[src/rtl/async_fifo_pkg.sv]
// Shared helpers for the asynchronous FIFO: depth derivation and Gray/binary conversion.
// Functions work on a maximum-width vector; callers zero-extend and truncate to their width.
package async_fifo_pkg;

    localparam int unsigned MinAddrSize = 2;
    localparam int unsigned MaxAddrSize = 16;
    localparam int unsigned MaxPtrW     = MaxAddrSize + 1;

    typedef logic [MaxPtrW-1:0] ptr_max_t;

    function automatic int unsigned fifo_depth(input int unsigned addrsize);
        return 32'd1 << addrsize;
    endfunction

    function automatic ptr_max_t bin2gray(input ptr_max_t bin);
        return (bin >> 1) ^ bin;
    endfunction

    // Zero upper bits leave the prefix XOR unaffected, so one width serves every pointer size.
    function automatic ptr_max_t gray2bin(input ptr_max_t gray);
        ptr_max_t bin;
        bin[MaxPtrW-1] = gray[MaxPtrW-1];
        for (int i = MaxPtrW - 2; i >= 0; i--) begin
            bin[i] = bin[i+1] ^ gray[i];
        end
        return bin;
    endfunction

endpackage

[src/rtl/gray2bin_conv.sv]
// Combinational Gray-to-binary converter (XOR prefix from the MSB down).
// Shared by the write- and read-side pointer controllers.
module gray2bin_conv
    import async_fifo_pkg::*;
#(
    parameter int unsigned Width = 5
) (
    input  logic [Width-1:0] gray,
    output logic [Width-1:0] bin
);

    if (Width < 1 || Width > MaxPtrW) begin : g_bad_width
        $error("gray2bin_conv: Width out of range");
    end

    always_comb begin
        bin = Width'(gray2bin(ptr_max_t'(gray)));
    end

endmodule

[src/rtl/wr_ptr_ctrl.sv]
// Write-domain pointer and status controller for the asynchronous FIFO:
// binary RAM address, Gray pointer for the read side, full/almost-full, level/room, overflow.
module wr_ptr_ctrl
    import async_fifo_pkg::*;
#(
    parameter int unsigned ADDRSIZE = 4
) (
    input  logic                wr_clk,
    input  logic                wrst,
    input  logic                wr_en,
    input  logic [ADDRSIZE:0]   wq2_rptr,
    input  logic [ADDRSIZE:0]   wr_afull_thresh,
    input  logic                wr_ovf_clr,
    output logic [ADDRSIZE-1:0] wr_addr,
    output logic                wr_push,
    output logic [ADDRSIZE:0]   wptr,
    output logic                wr_full,
    output logic                wr_afull,
    output logic [ADDRSIZE:0]   wr_level,
    output logic [ADDRSIZE:0]   wr_room,
    output logic                wr_overflow
);

    localparam int unsigned Depth = fifo_depth(ADDRSIZE);
    localparam int unsigned PtrW  = ADDRSIZE + 1;

    if (ADDRSIZE < MinAddrSize || ADDRSIZE > MaxAddrSize) begin : g_bad_param
        $error("wr_ptr_ctrl: ADDRSIZE must be in 2..16");
    end

    logic [ADDRSIZE:0] wbin_q;
    logic [ADDRSIZE:0] wbin_d;
    logic [ADDRSIZE:0] wgray_d;
    logic [ADDRSIZE:0] rbin;
    logic [ADDRSIZE:0] full_cmp;
    logic [ADDRSIZE:0] level_d;
    logic [ADDRSIZE:0] room_d;
    logic              full_d;
    logic              afull_d;
    logic              ovf_d;

    gray2bin_conv #(
        .Width (PtrW)
    ) u_rptr_conv (
        .gray (wq2_rptr),
        .bin  (rbin)
    );

    assign wr_push = wr_en & ~wr_full;
    assign wr_addr = wbin_q[ADDRSIZE-1:0];

    always_comb begin
        wbin_d   = wbin_q + PtrW'(wr_push);
        wgray_d  = PtrW'(bin2gray(ptr_max_t'(wbin_d)));
        // Write pointer one lap ahead of the read pointer: top two Gray bits inverted.
        full_cmp = {~wq2_rptr[ADDRSIZE:ADDRSIZE-1], wq2_rptr[ADDRSIZE-2:0]};
        full_d   = (wgray_d == full_cmp);
        // Modulo subtraction stays correct across pointer wrap; stale rptr only over-reports.
        level_d  = wbin_d - rbin;
        room_d   = PtrW'(Depth) - level_d;
        afull_d  = (level_d >= wr_afull_thresh);
        // A blocked write sets the flag even when a clear arrives in the same cycle.
        ovf_d    = (wr_en & wr_full) | (wr_overflow & ~wr_ovf_clr);
    end

    always_ff @(posedge wr_clk or posedge wrst) begin
        if (wrst) begin
            wbin_q      <= '0;
            wptr        <= '0;
            wr_full     <= 1'b0;
            wr_afull    <= 1'b0;
            wr_level    <= '0;
            wr_room     <= PtrW'(Depth);
            wr_overflow <= 1'b0;
        end else begin
            wbin_q      <= wbin_d;
            wptr        <= wgray_d;
            wr_full     <= full_d;
            wr_afull    <= afull_d;
            wr_level    <= level_d;
            wr_room     <= room_d;
            wr_overflow <= ovf_d;
        end
    end

endmodule

[config.mk]
export PLATFORM = sky130hd
export DESIGN_NAME = wr_ptr_ctrl
export DESIGN_NICKNAME = d
export VERILOG_FILES = /design/src/rtl/async_fifo_pkg.sv /design/src/rtl/gray2bin_conv.sv /design/src/rtl/wr_ptr_ctrl.sv
export SDC_FILE = /design/constraint.sdc
export NUM_CORES = 1
export LEC_CHECK = 0
export CAP_MARGIN = 20
export CORE_ASPECT_RATIO = 0.8
export CORE_MARGIN = 5
export CORE_UTILIZATION = 30
export CTS_CLUSTER_SIZE = 40
export DETAILED_ROUTE_END_ITERATION = 10
export HOLD_SLACK_MARGIN = 0.06
export PLACE_DENSITY = 0.64
export SYNTH_ARGS = -nofsm -noshare
export SYNTH_HDL_FRONTEND = slang
export SYNTH_SLANG_ARGS = --single-unit
[constraint.sdc]
create_clock -name wr_clk -period 2.8 [get_ports wr_clk]
set_input_delay 0.28 -clock wr_clk [delete_from_list [all_inputs] [get_ports wr_clk]]
set_output_delay 0.28 -clock wr_clk [all_outputs]
set_load 0.01 [all_outputs]
-- Yosys cells after proc, flatten, opt, wreduce, memory -nomap -nowiden
Index checks and enable logic that the tools add are counted.
- output and inout bits: 23
- word-level logic and storage cells: 24
- RAM bits: 0
- bits in read-only memories: 0
- register bits after elaboration: 23
- latch bits: 0
- memories kept: 0
- order comparisons: 1
- bitwise operators: 12
- eq/ne operators: 1
- $mul: 0
- reduce and logical (&&, ||, !) cells: 0
- shift operators: 0
- $add $sub $neg: 3
- multiplexer cells: 0
- div/mod/pow operators: 0
- operators by type and width (kind ; count):
    5-bit by 1-bit adder with 5-bit output ; 1
    5-bit equality test ; 1
    5-bit >= comparator ; 1
    5-bit subtractor ; 1
    5-bit subtractor (first input constant) ; 1
    4-bit by 5-bit XOR with 5-bit output ; 1
    1-bit XOR ; 4
    1-bit AND ; 3
    1-bit NOT ; 2
    2-bit NOT ; 1
    1-bit OR ; 1

-- Longest topological paths before layout
Gate-level depths: netlist (run 1).
- depth in word-level cells: 6
- depth in mapped cells: 13

-- Modules after synthesis
From an unflattened synthesis (run 1), not the netlist that was laid out.
- cell total of the unflattened synthesis: 107
- area, all modules: 1209.9 um^2
- modules (own cells, without submodules) (module ; cells an instance ; area an instance (um^2) ; instances):
    wr_ptr_ctrl ; 101 ; 1137.3 ; 1
    gray2bin_conv ; 6 ; 72.6 ; 1

-- Worst setup path before layout (run 1)
OpenSTA, ideal clock, no wires.
- kind: register to register
- start: reg wr_full
- end: reg wr_afull
- required time: 2667 ps
- library setup time: 133 ps
- arrival: 3087 ps
- slack: -420 ps
- path buffers: 0
- stages on the path, launching flop included: 13
- cells stage by stage: dfrtp_1 nor2b_1 ha_1 ha_1 xor2_1 ha_1 nor2b_1 a221oi_1 xnor2_2 ha_1 nor2b_1 a31oi_1 o211ai_1
- word-level cells in the longest chain between the ends: 5
- ends and longest elaborated chain (what ; line ; RTL):
    start: declaration ; wr_ptr_ctrl.sv:17 ; output logic wr_full,
    start signal: assignment ; wr_ptr_ctrl.sv:78 ; wr_full <= full_d;
    1-bit NOT ; wr_ptr_ctrl.sv:49 ; assign wr_push = wr_en & ~wr_full;
    1-bit AND ; wr_ptr_ctrl.sv:49 ;
    net wr_push ; wr_ptr_ctrl.sv:15 ; output logic wr_push,
    5-bit by 1-bit adder with 5-bit output ; wr_ptr_ctrl.sv:53 ; wbin_d = wbin_q + PtrW'(wr_push);
    net wbin_d[2] ; wr_ptr_ctrl.sv:32 ; logic [ADDRSIZE:0] wbin_d;
    5-bit subtractor ; wr_ptr_ctrl.sv:59 ; level_d = wbin_d - rbin;
    net level_d[4] ; wr_ptr_ctrl.sv:36 ; logic [ADDRSIZE:0] level_d;
    5-bit >= comparator ; wr_ptr_ctrl.sv:61 ; afull_d = (level_d >= wr_afull_thresh);
    net afull_d ; wr_ptr_ctrl.sv:39 ; logic afull_d;
    end signal: assignment ; wr_ptr_ctrl.sv:79 ; wr_afull <= afull_d;
    end: declaration ; wr_ptr_ctrl.sv:18 ; output logic wr_afull,
The timed path passes the listed nets, and every way through them passes these cells.

-- Final worst setup path (run 1)
- start: in wq2_rptr[4]
- end: reg wr_afull
- word-level cells in the longest chain between the ends: 6
- ends and longest elaborated chain (what ; line ; RTL):
    start: declaration ; wr_ptr_ctrl.sv:11 ; input logic [ADDRSIZE:0] wq2_rptr,
    1-bit XOR (4 in series) ; async_fifo_pkg.sv:24 ; bin[i] = bin[i+1] ^ gray[i];
    5-bit subtractor (*) ; wr_ptr_ctrl.sv:59 ;
    net level_d[4] ; wr_ptr_ctrl.sv:36 ;
    5-bit >= comparator (*) ; wr_ptr_ctrl.sv:61 ;
    net afull_d ; wr_ptr_ctrl.sv:39 ;
Mark *: on every way through the listed nets, which the timed path passes. The rest lies on a longest branch.

==> qor.txt, run 1 <==
status: finished, final reports clean
Mapped Cells: 106
Site Rows: 20
Core Box Area: 0.00385 mm2
register area share after synthesis: 0.433
Fmax achieved: 378 MHz
worst reg2reg path depth: 12
endpoints failing setup: 0
Pre-antenna DRT Iters: 6
DR DRC count: 0
vias in the first global route: 1075
Die Area: 0.00544 mm2
via count: 1024
Post-Syn Nets: 133
Post-synth EDFFs: 0
largest net degree at the start of global routing: 22
final setup TNS: 0 ps
WHS Endpoint: wr_overflow
CP startpoint kind: primary input
Crit Path Class: in2reg
endpoint type of the worst setup path: flop
depth of the CTS H-tree: 1
FILL cells: 365
Min-Delay Path Class: in2reg
Worst Path Arrival: 2790 ps
final-stage net count: 206
CTS tree: built
Final Slew Violations: 0
IO Port Bufs: 36
leakage power: 0.968 nW
launch point of the worst reg-to-reg path: wr_full
Crit path required time: 2940 ps
n_diodes: 0
Die X: 81.2 um
final cycle utilization of the critical path: 0.944
FF-to-FF End: wr_afull
CTS Sinks: 21
Slowest cell on crit path: fa_2
most common cell after layout, fill and taps aside: buf_4
power density of the placed cells: 1500 mW/mm2
Crit Path Max Fanout: 2
Initial Util: 0.316
Syn Area/Cell: 11.5 um2
# Max-Cap Violations: 0
clk buf depth: 2
total grt overflow: 0
Final Power: 0.00316 W
clk_lat worst skew: 270 ps
Mapped Area: 0.00122 mm2
root buffer cell: clkbuf_8
Iter 0 DRT Violations: 29
global-route wire length before repair: 4770 um
post-DR wirelength/cell: 13.0 um
worst path cell trace: clkbuf_2, xnor2_4, xor2_2, xor2_2, xnor2_1, ha_2, fa_2, nor2b_4, a221oi_4, xnor2_2, ha_1, nor2b_4, a31oi_1, o211ai_1
max_slew headroom: 0.438
Max VDD drop: 0.000741 V
asr flop ratio synth: 1.00
reg2reg setup slack: 160 ps
initial antenna violation count: 0
critical hold path startpoint: wr_en
final core occ: 0.547
synth unique cells: 33
Total Wirelength: 3030 um
top-area cell type share of the netlist area: 0.412
hold path cells: 3
Ports: 37
Die H: 67.0 um
Via density: 4.39
fraction of layout cells with a size suffix above 1: 0.360
Final HPWL DP: 2310 um
min Tclk post-route: 2640 ps
Seq cells post-synth: 21
CTS clk-pin slew, worst paths: 80 ps
actual slew at the worst max-slew pin: 841 ps
Overall Global Routing Usage: 0.116
TritonCTS buffer count: 3
top cells by area, synth: dfrtp_1 41%, ha_1 12%, xor2_1 7.2%, xnor2_1 4.3%, xnor2_2 4.0%
Synth warnings: 0
RSZ-0062 raised after global routing: no
Area growth syn-to-layout: 73.3%
Largest stage delay, worst path: 390 ps
Fin. Hold Viols: 0
Final Skew: 2.33 ps
Main synth FF type: dfrtp_1
post-route ant nets: 0
gp weighted congestion: 0.839
most frequent cells in the layout: 33 x buf_4, 32 x clkdlybuf4s50_1, 20 x dfrtp_1
leading area contributor after synthesis: dfrtp_1
-- final cells by class --
cell class | count | area (um2) | area share
Multi-Input combinational cell | 73 | 825 | 0.391
Inverter | 11 | 41.3 | 0.0196
Sequential cell | 21 | 527 | 0.250
Timing Repair Buffer | 69 | 599 | 0.284
Tap cell | 55 | 68.8 | 0.0327
Clock buffer | 3 | 41.3 | 0.0196
Clock inverter | 1 | 5.00 | 0.00238
-- per-stage QoR --
stage	hold WS, ps	area, um2	setup WS [ps]	instances
floorplan	256	1310	-21.6	106
global placement	514	1920	-582	221
detailed placement	543	1920	-643	221
CTS	511	2010	5.64	228
global route	311	2110	29.0	233
finish	284	2110	158	233
-- what timing repair did --
action | CTS | global route
endpoints found under the setup margin | 2 | 1
buffers inserted | 3 | 5
hold buffers | 0 | 0
gates resized for setup | 7 | 12
endpoints found under the hold margin | 0 | 0
cloned | 0 | 0
pin swaps | 5 | 12
-- power by group --
| part | internal [W] | switching (W) | leakage [nW] |
|---|---|---|---|
| logic | 0.00134 | 0.00102 | 0.693 |
| registers | 0.000488 | 0.000103 | 0.249 |
| clock network | 0.0000994 | 0.000104 | 0.0255 |
| total | 0.00193 | 0.00123 | 0.968 |
-- Yosys cell counts (all sizes together), types with 3 or more instances --
master and n:
dfrtp 20, ha 12, inv 11, xor2 11, xnor2 9, nand2 6, nor2b 6, nand3 4
a21oi 3, o21ai 3
-- layer usage --
| layer | vias up | GRT usage | part of all wire |
|---|---|---|---|
| li1 | 497 | - | - |
| met1 | 490 | 0.135 | 0.43 |
| met2 | 33 | 0.201 | 0.49 |
| met3 | 4 | 0.0324 | 0.071 |
| met4 | 0 | 0.0485 | 0.012 |
| met5 | - | 0 | 0 |
-- how the worst max path moves through the flow --
| stage | start | end | slack, ps |
|---|---|---|---|
| after global routing | wq2_rptr[4] | wr_afull | 30 |
| after floorplan | wr_full | wr_afull | -20 |
| after CTS | wq2_rptr[3] | wr_afull | 6 |
| final | wq2_rptr[4] | wr_afull | 160 |
| after global placement | wq2_rptr[4] | wr_afull | -580 |
| after detailed placement | wq2_rptr[4] | wr_afull | -640 |
-- critical path, delay by kind of cell --
kind / cells / cell delay [ps]
xor+xnor: 5 / 840
compound gates: 3 / 340
fa+ha+maj: 3 / 890
buf+inv: 1 / 130
simple gates: 2 / 280
-- sequential cells by signal, summed over array words and instances, names as in the netlist --
register / flops
wr_overflow: 1
wr_afull: 1
wptr: 4
wbin_q: 5
wr_level: 4
wr_room: 5
wr_full: 1
-- cells by family (layout without fill, tap and decap cells) --
family / after synthesis / after routing / synth area share
simple gates: 25 / 25 / 0.120
xor+xnor: 21 / 21 / 0.187
flops: 21 / 21 / 0.433
fa+ha+maj: 13 / 13 / 0.140
compound gates: 13 / 13 / 0.0700
buf+inv: 12 / 84 / 0.0401
mux: 1 / 1 / 0.00926
Power figures use the tool's default switching activity.
==> run 2: changes to the inputs <==
Settings changed: PLACE_DENSITY 0.64 to 0.62.
Clock period 2.8 ns to 3.3 ns, I/O delays scaled along.
==> run 2 against run 1 <==
Compared with the run above: non-clock buffer count is 18 lower; combinational power decreased by 33%; flip-flop and latch count unchanged; cell count fell by 7.7%; die area stayed put; hold slack better by 240 ps; highest routed layer unchanged.
==> qor.txt, run 2 (synthesis results as in run 1) <==
placed inst area: 0.00174 mm2 (was 0.00192 mm2)
area taken by multi-input logic gates: 662 um2 (was 825 um2)
Core Box Area: 0.00385 mm2 (unchanged)
power density of the placed cells: 1230 mW/mm2 (was 1500 mW/mm2)
Via density: 4.22 (was 4.39)
endpoint type of the worst setup path: flop (unchanged)
Final Skew: 5.37 ps (was 2.33 ps)
Total Wirelength: 2660 um (was 3030 um)
CTS clk-pin slew, worst paths: 80 ps (about the same)
Internal: 0.00134 W (was 0.00193 W)
most common cell after layout, fill and taps aside: clkdlybuf4s50_1 (was buf_4)
Seq pwr share: 0.220 (was 0.187)
post-DR wirelength/cell: 12.4 um (was 13.0 um)
Crit path required time: 3450 ps (was 2940 ps)
Area growth syn-to-layout: 49.5% (was 73.3%)
Max VDD drop: 0.000594 V (was 0.000741 V)
clk_lat worst skew: 260 ps (was 270 ps)
gp weighted congestion: 0.771 (was 0.839)
status: finished, final reports clean (unchanged)
Final Slew Violations: 0 (unchanged)
initial antenna violation count: 0 (unchanged)
Comb pwr share: 0.703 (was 0.749)
P_sw: 0.000903 W (was 0.00123 W)
largest net degree at the start of global routing: 22 (unchanged)
global-route wire length before repair: 4260 um (was 4770 um)
total grt overflow: 0 (unchanged)
Pre-antenna DRT Iters: 4 (was 6)
via count: 907 (was 1024)
Register Area: 527 um2 (unchanged)
actual slew at the worst max-slew pin: 806 ps (was 841 ps)
Final Power: 0.00224 W (was 0.00316 W)
Die H: 67.0 um (unchanged)
leakage power: 0.843 nW (was 0.968 nW)
Final HPWL DP: 2120 um (was 2310 um)
most frequent cells in the layout: 36 x clkdlybuf4s50_1, 20 x dfrtp_1, 15 x buf_4 (was 33 x buf_4, 32 x clkdlybuf4s50_1, 20 x dfrtp_1)
design area: 0.00182 mm2 (was 0.00211 mm2)
Initial Util: 0.316 (unchanged)
final-stage net count: 188 (was 206)
FILL cells: 389 (was 365)
final cycle utilization of the critical path: 0.949
endpoints failing setup: 0 (unchanged)
IO Port Bufs: 36 (unchanged)
# Max-Cap Violations: 0 (unchanged)
clk buf depth: 2 (unchanged)
Net Sw Frac: 0.402 (was 0.389)
final setup TNS: 0 ps (unchanged)
vias in the first global route: 890 (was 1075)
TritonCTS buffer count: 3 (unchanged)
DR DRC count: 0 (unchanged)
CP startpoint kind: primary input (unchanged)
Die Area: 0.00544 mm2 (unchanged)
Iter 0 DRT Violations: 25 (was 29)
Overall Global Routing Usage: 0.107 (was 0.116)
Site Rows: 20 (unchanged)
biggest regs: wbin_q x5, wr_room x5 (unchanged)
CTS tree: built (unchanged)
fraction of layout cells with a size suffix above 1: 0.194 (was 0.360)
root buffer cell: clkbuf_8 (unchanged)
CTS Sinks: 21 (unchanged)
max_slew headroom: 0.462 (was 0.438)
Crit Path Max Fanout: 3 (was 2)
Ports: 37 (unchanged)
Min-Delay Path Class: in2async (was in2reg)
final core occ: 0.472 (was 0.547)
min Tclk post-route: 3130 ps
hold_buf cts: 0 (unchanged)
Die X: 81.2 um (unchanged)
Worst Path Arrival: 3280 ps (was 2790 ps)
Fmax achieved: 319 MHz
Fin. Hold Viols: 0 (unchanged)
Crit Path Class: in2reg (unchanged)
RSZ-0062 raised after global routing: no (unchanged)
post-route ant nets: 0 (unchanged)
depth of the CTS H-tree: 1 (unchanged)
share of power burned in the clock network: 0.077 (was 0.064)
n_diodes: 0 (unchanged)
==> run 2: cell types whose count changed in the layout (fill, tap and decap cells not counted), sizes merged <==
cell / previous run / this run
clkbuf: 5 / 3
dlygate4sd2: 1 / 0
clkdlybuf4s50: 32 / 36
dlymetal6s2s: 1 / 0
buf: 33 / 15
==> run 2: final timing paths <==
kind | startpoint | end | slack (ps) | cells after the start
setup / recovery | wq2_rptr[4] | wr_afull | 170 | 14
hold reg to reg | wr_full | wr_overflow | 540 | 2
min in group wr_clk | wr_full | wr_overflow | 540 | 2
hold / removal | wrst | wr_level[1] | 520 | 2
max in group asynchronous | wrst | wr_level[2] | 2270 | 2
setup reg to reg | wr_full | wr_afull | 410 | 12
==> run 2: cell type report <==
| class | instances | area share |
|---|---|---|
| Clock buffer | 3 | 0.0227 |
| Clock inverter | 1 | 0.00275 |
| Inverter | 11 | 0.0227 |
| Multi-Input combinational cell | 73 | 0.364 |
| Sequential cell | 21 | 0.290 |
| Tap cell | 55 | 0.0379 |
| Timing Repair Buffer | 51 | 0.260 |
==> run 2: power by group through the flow <==
stage	clock, W	combinational [W]	sequential [W]
global placement	0	0.00153	0.000494
global route	0.000188	0.00174	0.000510
floorplan	0	0.000871	0.000559
detailed placement	0	0.00156	0.000500
CTS	0.000182	0.00157	0.000496
finish	0.000174	0.00158	0.000493
==> run 2: metal layers <==
layer / GRT usage / share of wire
met1: 0.149 / 0.49
met5: 0 / 0
met4: 0.0443 / 0.018
met2: 0.153 / 0.43
met3: 0.0297 / 0.065
==> run 2: metrics by stage <==
step / hold WS [ps] / cells / worst slack [ps]
2_1_floorplan: 306 / 106 / 79.7
3_3_place_gp: 508 / 210 / -207
3_5_place_dp: 522 / 210 / -259
4_1_cts: 540 / 214 / 13.0
5_1_grt: 595 / 215 / 7.08
6_report: 524 / 215 / 168
==> run 2: worst max-delay path, cell delays in order <==
cell and delay (ps):
clkdlybuf4s50_1 450, xnor2_2 260, xor2_2 230, xor2_2 190
xnor2_1 90, ha_1 210, fa_1 390, nor2b_1 160
a221oi_2 90, xnor2_2 200, ha_1 270, nor2b_1 140
a31oi_1 160, o211ai_1 100
==> run 2: what timing repair did <==
| action | 4_1_cts | 5_1_grt |
|---|---|---|
| endpoints found under the setup margin | 0 | 1 |
| resized for setup | 0 | 3 |
| setup buffers | 0 | 1 |
==> run 3: changes to the inputs <==
Settings changed: RECOVER_POWER from default to 25.
==> run 3 against run 2 <==
Compared with the run above: first-iteration DRC count is the same; utilization is the same; register-to-register slack is essentially flat; cell count is the same; flip-flop and latch count is the same; worst setup slack is essentially flat; highest routed layer unchanged.
==> qor.txt, run 3 (synthesis results as in run 1) <==
dpl ws: -259 ps (unchanged)
vias in the first global route: 890 (unchanged)
final setup margin: 168 ps (about the same)
n_diodes: 0 (unchanged)
P_sw: 0.000903 W (about the same)
root buffer cell: clkbuf_8 (unchanged)
Final Skew: 5.37 ps (unchanged)
min Tclk post-route: 3130 ps (about the same)
met3 usage: 0.0297 (unchanged)
Overall Global Routing Usage: 0.107 (unchanged)
Min-Delay Path Class: reg2reg (was in2async)
endpoint type of the worst setup path: flop (unchanged)
CP startpoint kind: primary input (unchanged)
post-route ant nets: 0 (unchanged)
Comb pwr share: 0.703 (about the same)
IO Port Bufs: 36 (unchanged)
WHS Endpoint: wr_overflow
max_slew headroom: 0.462 (about the same)
final-stage net count: 188 (unchanged)
share of power burned in the clock network: 0.077 (about the same)
power density of the placed cells: 1230 mW/mm2 (about the same)
Crit Path Class: in2reg (unchanged)
leakage power: 0.843 nW (about the same)
post-DR wirelength/cell: 12.3 um (was 12.4 um)
Seq pwr share: 0.220 (about the same)
final core occ: 0.472 (unchanged)
Fin. Hold Viols: 0 (unchanged)
clk_lat worst skew: 260 ps (about the same)
Ports: 37 (unchanged)
total grt overflow: 0 (unchanged)
Iter 0 DRT Violations: 25 (unchanged)
worst path cell trace: clkdlybuf4s50_1, xnor2_2, xor2_2, xor2_2, xnor2_1, ha_1, fa_1, nor2b_1, a221oi_2, xnor2_2, ha_1, nor2b_1, a31oi_1, o211ai_1 (unchanged)
gp weighted congestion: 0.771 (unchanged)
Die Area: 0.00544 mm2 (unchanged)
Core Box Area: 0.00385 mm2 (unchanged)
depth of the CTS H-tree: 1 (unchanged)
initial antenna violation count: 0 (unchanged)
Crit path required time: 3450 ps (about the same)
global-route wire length before repair: 4260 um (unchanged)
Final Slew Violations: 0 (unchanged)
Site Rows: 20 (unchanged)
hold path cells: 2
final cycle utilization of the critical path: 0.949 (about the same)
CTS tree: built (unchanged)
CP bufs+invs: 1 (unchanged)
Area growth syn-to-layout: 49.5% (unchanged)
fraction of layout cells with a size suffix above 1: 0.194 (unchanged)
most frequent cells in the layout: 35 x clkdlybuf4s50_1, 20 x dfrtp_1, 15 x buf_4 (was 36 x clkdlybuf4s50_1, 20 x dfrtp_1, 15 x buf_4)
Initial Util: 0.316 (unchanged)
worst reg2reg path depth: 12 (unchanged)
Crit Path Max Fanout: 3 (unchanged)
# Max-Cap Violations: 0 (unchanged)
Worst Path Arrival: 3280 ps (about the same)
FILL cells: 389 (unchanged)
Net Sw Frac: 0.403 (was 0.402)
Largest stage delay, worst path: 450 ps (about the same)
clk buf depth: 2 (unchanged)
Hold Slack: 535 ps (was 524 ps)
Slowest cell on crit path: clkdlybuf4s50_1 (unchanged)
delay-heaviest family, CP: XOR/XNOR gates (unchanged)
endpoints failing setup: 0 (unchanged)
reg2reg setup slack: 410 ps (about the same)
Die H: 67.0 um (unchanged)
largest net degree at the start of global routing: 22 (unchanged)
Pre-antenna DRT Iters: 4 (unchanged)
critical hold path startpoint: wr_full
Internal: 0.00134 W (about the same)
launch point of the worst reg-to-reg path: wr_full (unchanged)
Via density: 4.22 (unchanged)
RSZ-0062 raised after global routing: no (unchanged)
Die X: 81.2 um (unchanged)
peak-usage layer in the global routing report: met2 (unchanged)
most common cell after layout, fill and taps aside: clkdlybuf4s50_1 (unchanged)
CTS Sinks: 21 (unchanged)
hold_buf cts: 0 (unchanged)
met1 Use GR: 0.149 (unchanged)
Final HPWL DP: 2120 um (unchanged)
Total Wirelength: 2660 um (about the same)
status: finished, final reports clean (unchanged)
Final Power: 0.00224 W (about the same)
Max VDD drop: 0.000594 V (about the same)
Fmax achieved: 319 MHz (about the same)
area taken by multi-input logic gates: 662 um2 (unchanged)
TritonCTS buffer count: 3 (unchanged)
FF-to-FF End: wr_afull (unchanged)
met2 usage: 0.153 (unchanged)
via count: 907 (unchanged)
actual slew at the worst max-slew pin: 805 ps (was 806 ps)
Register Area: 527 um2 (unchanged)
DR DRC count: 0 (unchanged)
CTS clk-pin slew, worst paths: 80 ps (about the same)
biggest regs: wbin_q x5, wr_room x5 (unchanged)
[run 3: final cells by class]
type / instances / area share
Multi-Input combinational cell: 73 / 0.364
Clock buffer: 3 / 0.0227
Clock inverter: 1 / 0.00275
Tap cell: 55 / 0.0379
Inverter: 11 / 0.0227
Timing Repair Buffer: 51 / 0.260
Sequential cell: 21 / 0.290
[run 3: worst min-delay path: stages (launching register included)]
cell     delay [ps]
dfrtp_1         370
nand2_1          60
o21ai_0          70
[run 3: routing by layer]
layer  vias up  part of all wire
met4         0             0.018
met1       405              0.48
met3         4             0.068
li1        462                 -
met2        36              0.43
met5         -                 0
[run 3: how the worst max path moves through the flow]
stage	end	cells after the start	startpoint
floorplan	wr_afull	12	wr_full
finish	wr_afull	14	wq2_rptr[4]
CTS	wr_afull	14	wq2_rptr[4]
global route	wr_afull	14	wq2_rptr[3]
global placement	wr_afull	14	wq2_rptr[4]
detailed placement	wr_afull	14	wq2_rptr[4]
[run 3: power by group through the flow]
| stage | Clock [W] | Combinational [W] | Sequential [W] |
|---|---|---|---|
| 4_1_cts | 0.000182 | 0.00157 | 0.000496 |
| 6_report | 0.000174 | 0.00158 | 0.000493 |
| 5_1_grt | 0.000188 | 0.00174 | 0.000510 |
| 2_1_floorplan | 0 | 0.000871 | 0.000559 |
| 3_3_place_gp | 0 | 0.00153 | 0.000494 |
| 3_5_place_dp | 0 | 0.00156 | 0.000500 |
[run 3: what timing repair did]
item	CTS	global route
resized for setup	0	3
setup endpoints to repair	0	1
setup buffers	0	1
[run 3: metrics by stage]
step / cells / setup TNS (ps) / cell area, um2
6_report: 215 / 0 / 1820
3_3_place_gp: 210 / -207 / 1740
2_1_floorplan: 106 / 0 / 1220
4_1_cts: 214 / 0 / 1790
3_5_place_dp: 210 / -259 / 1740
5_1_grt: 215 / 0 / 1820
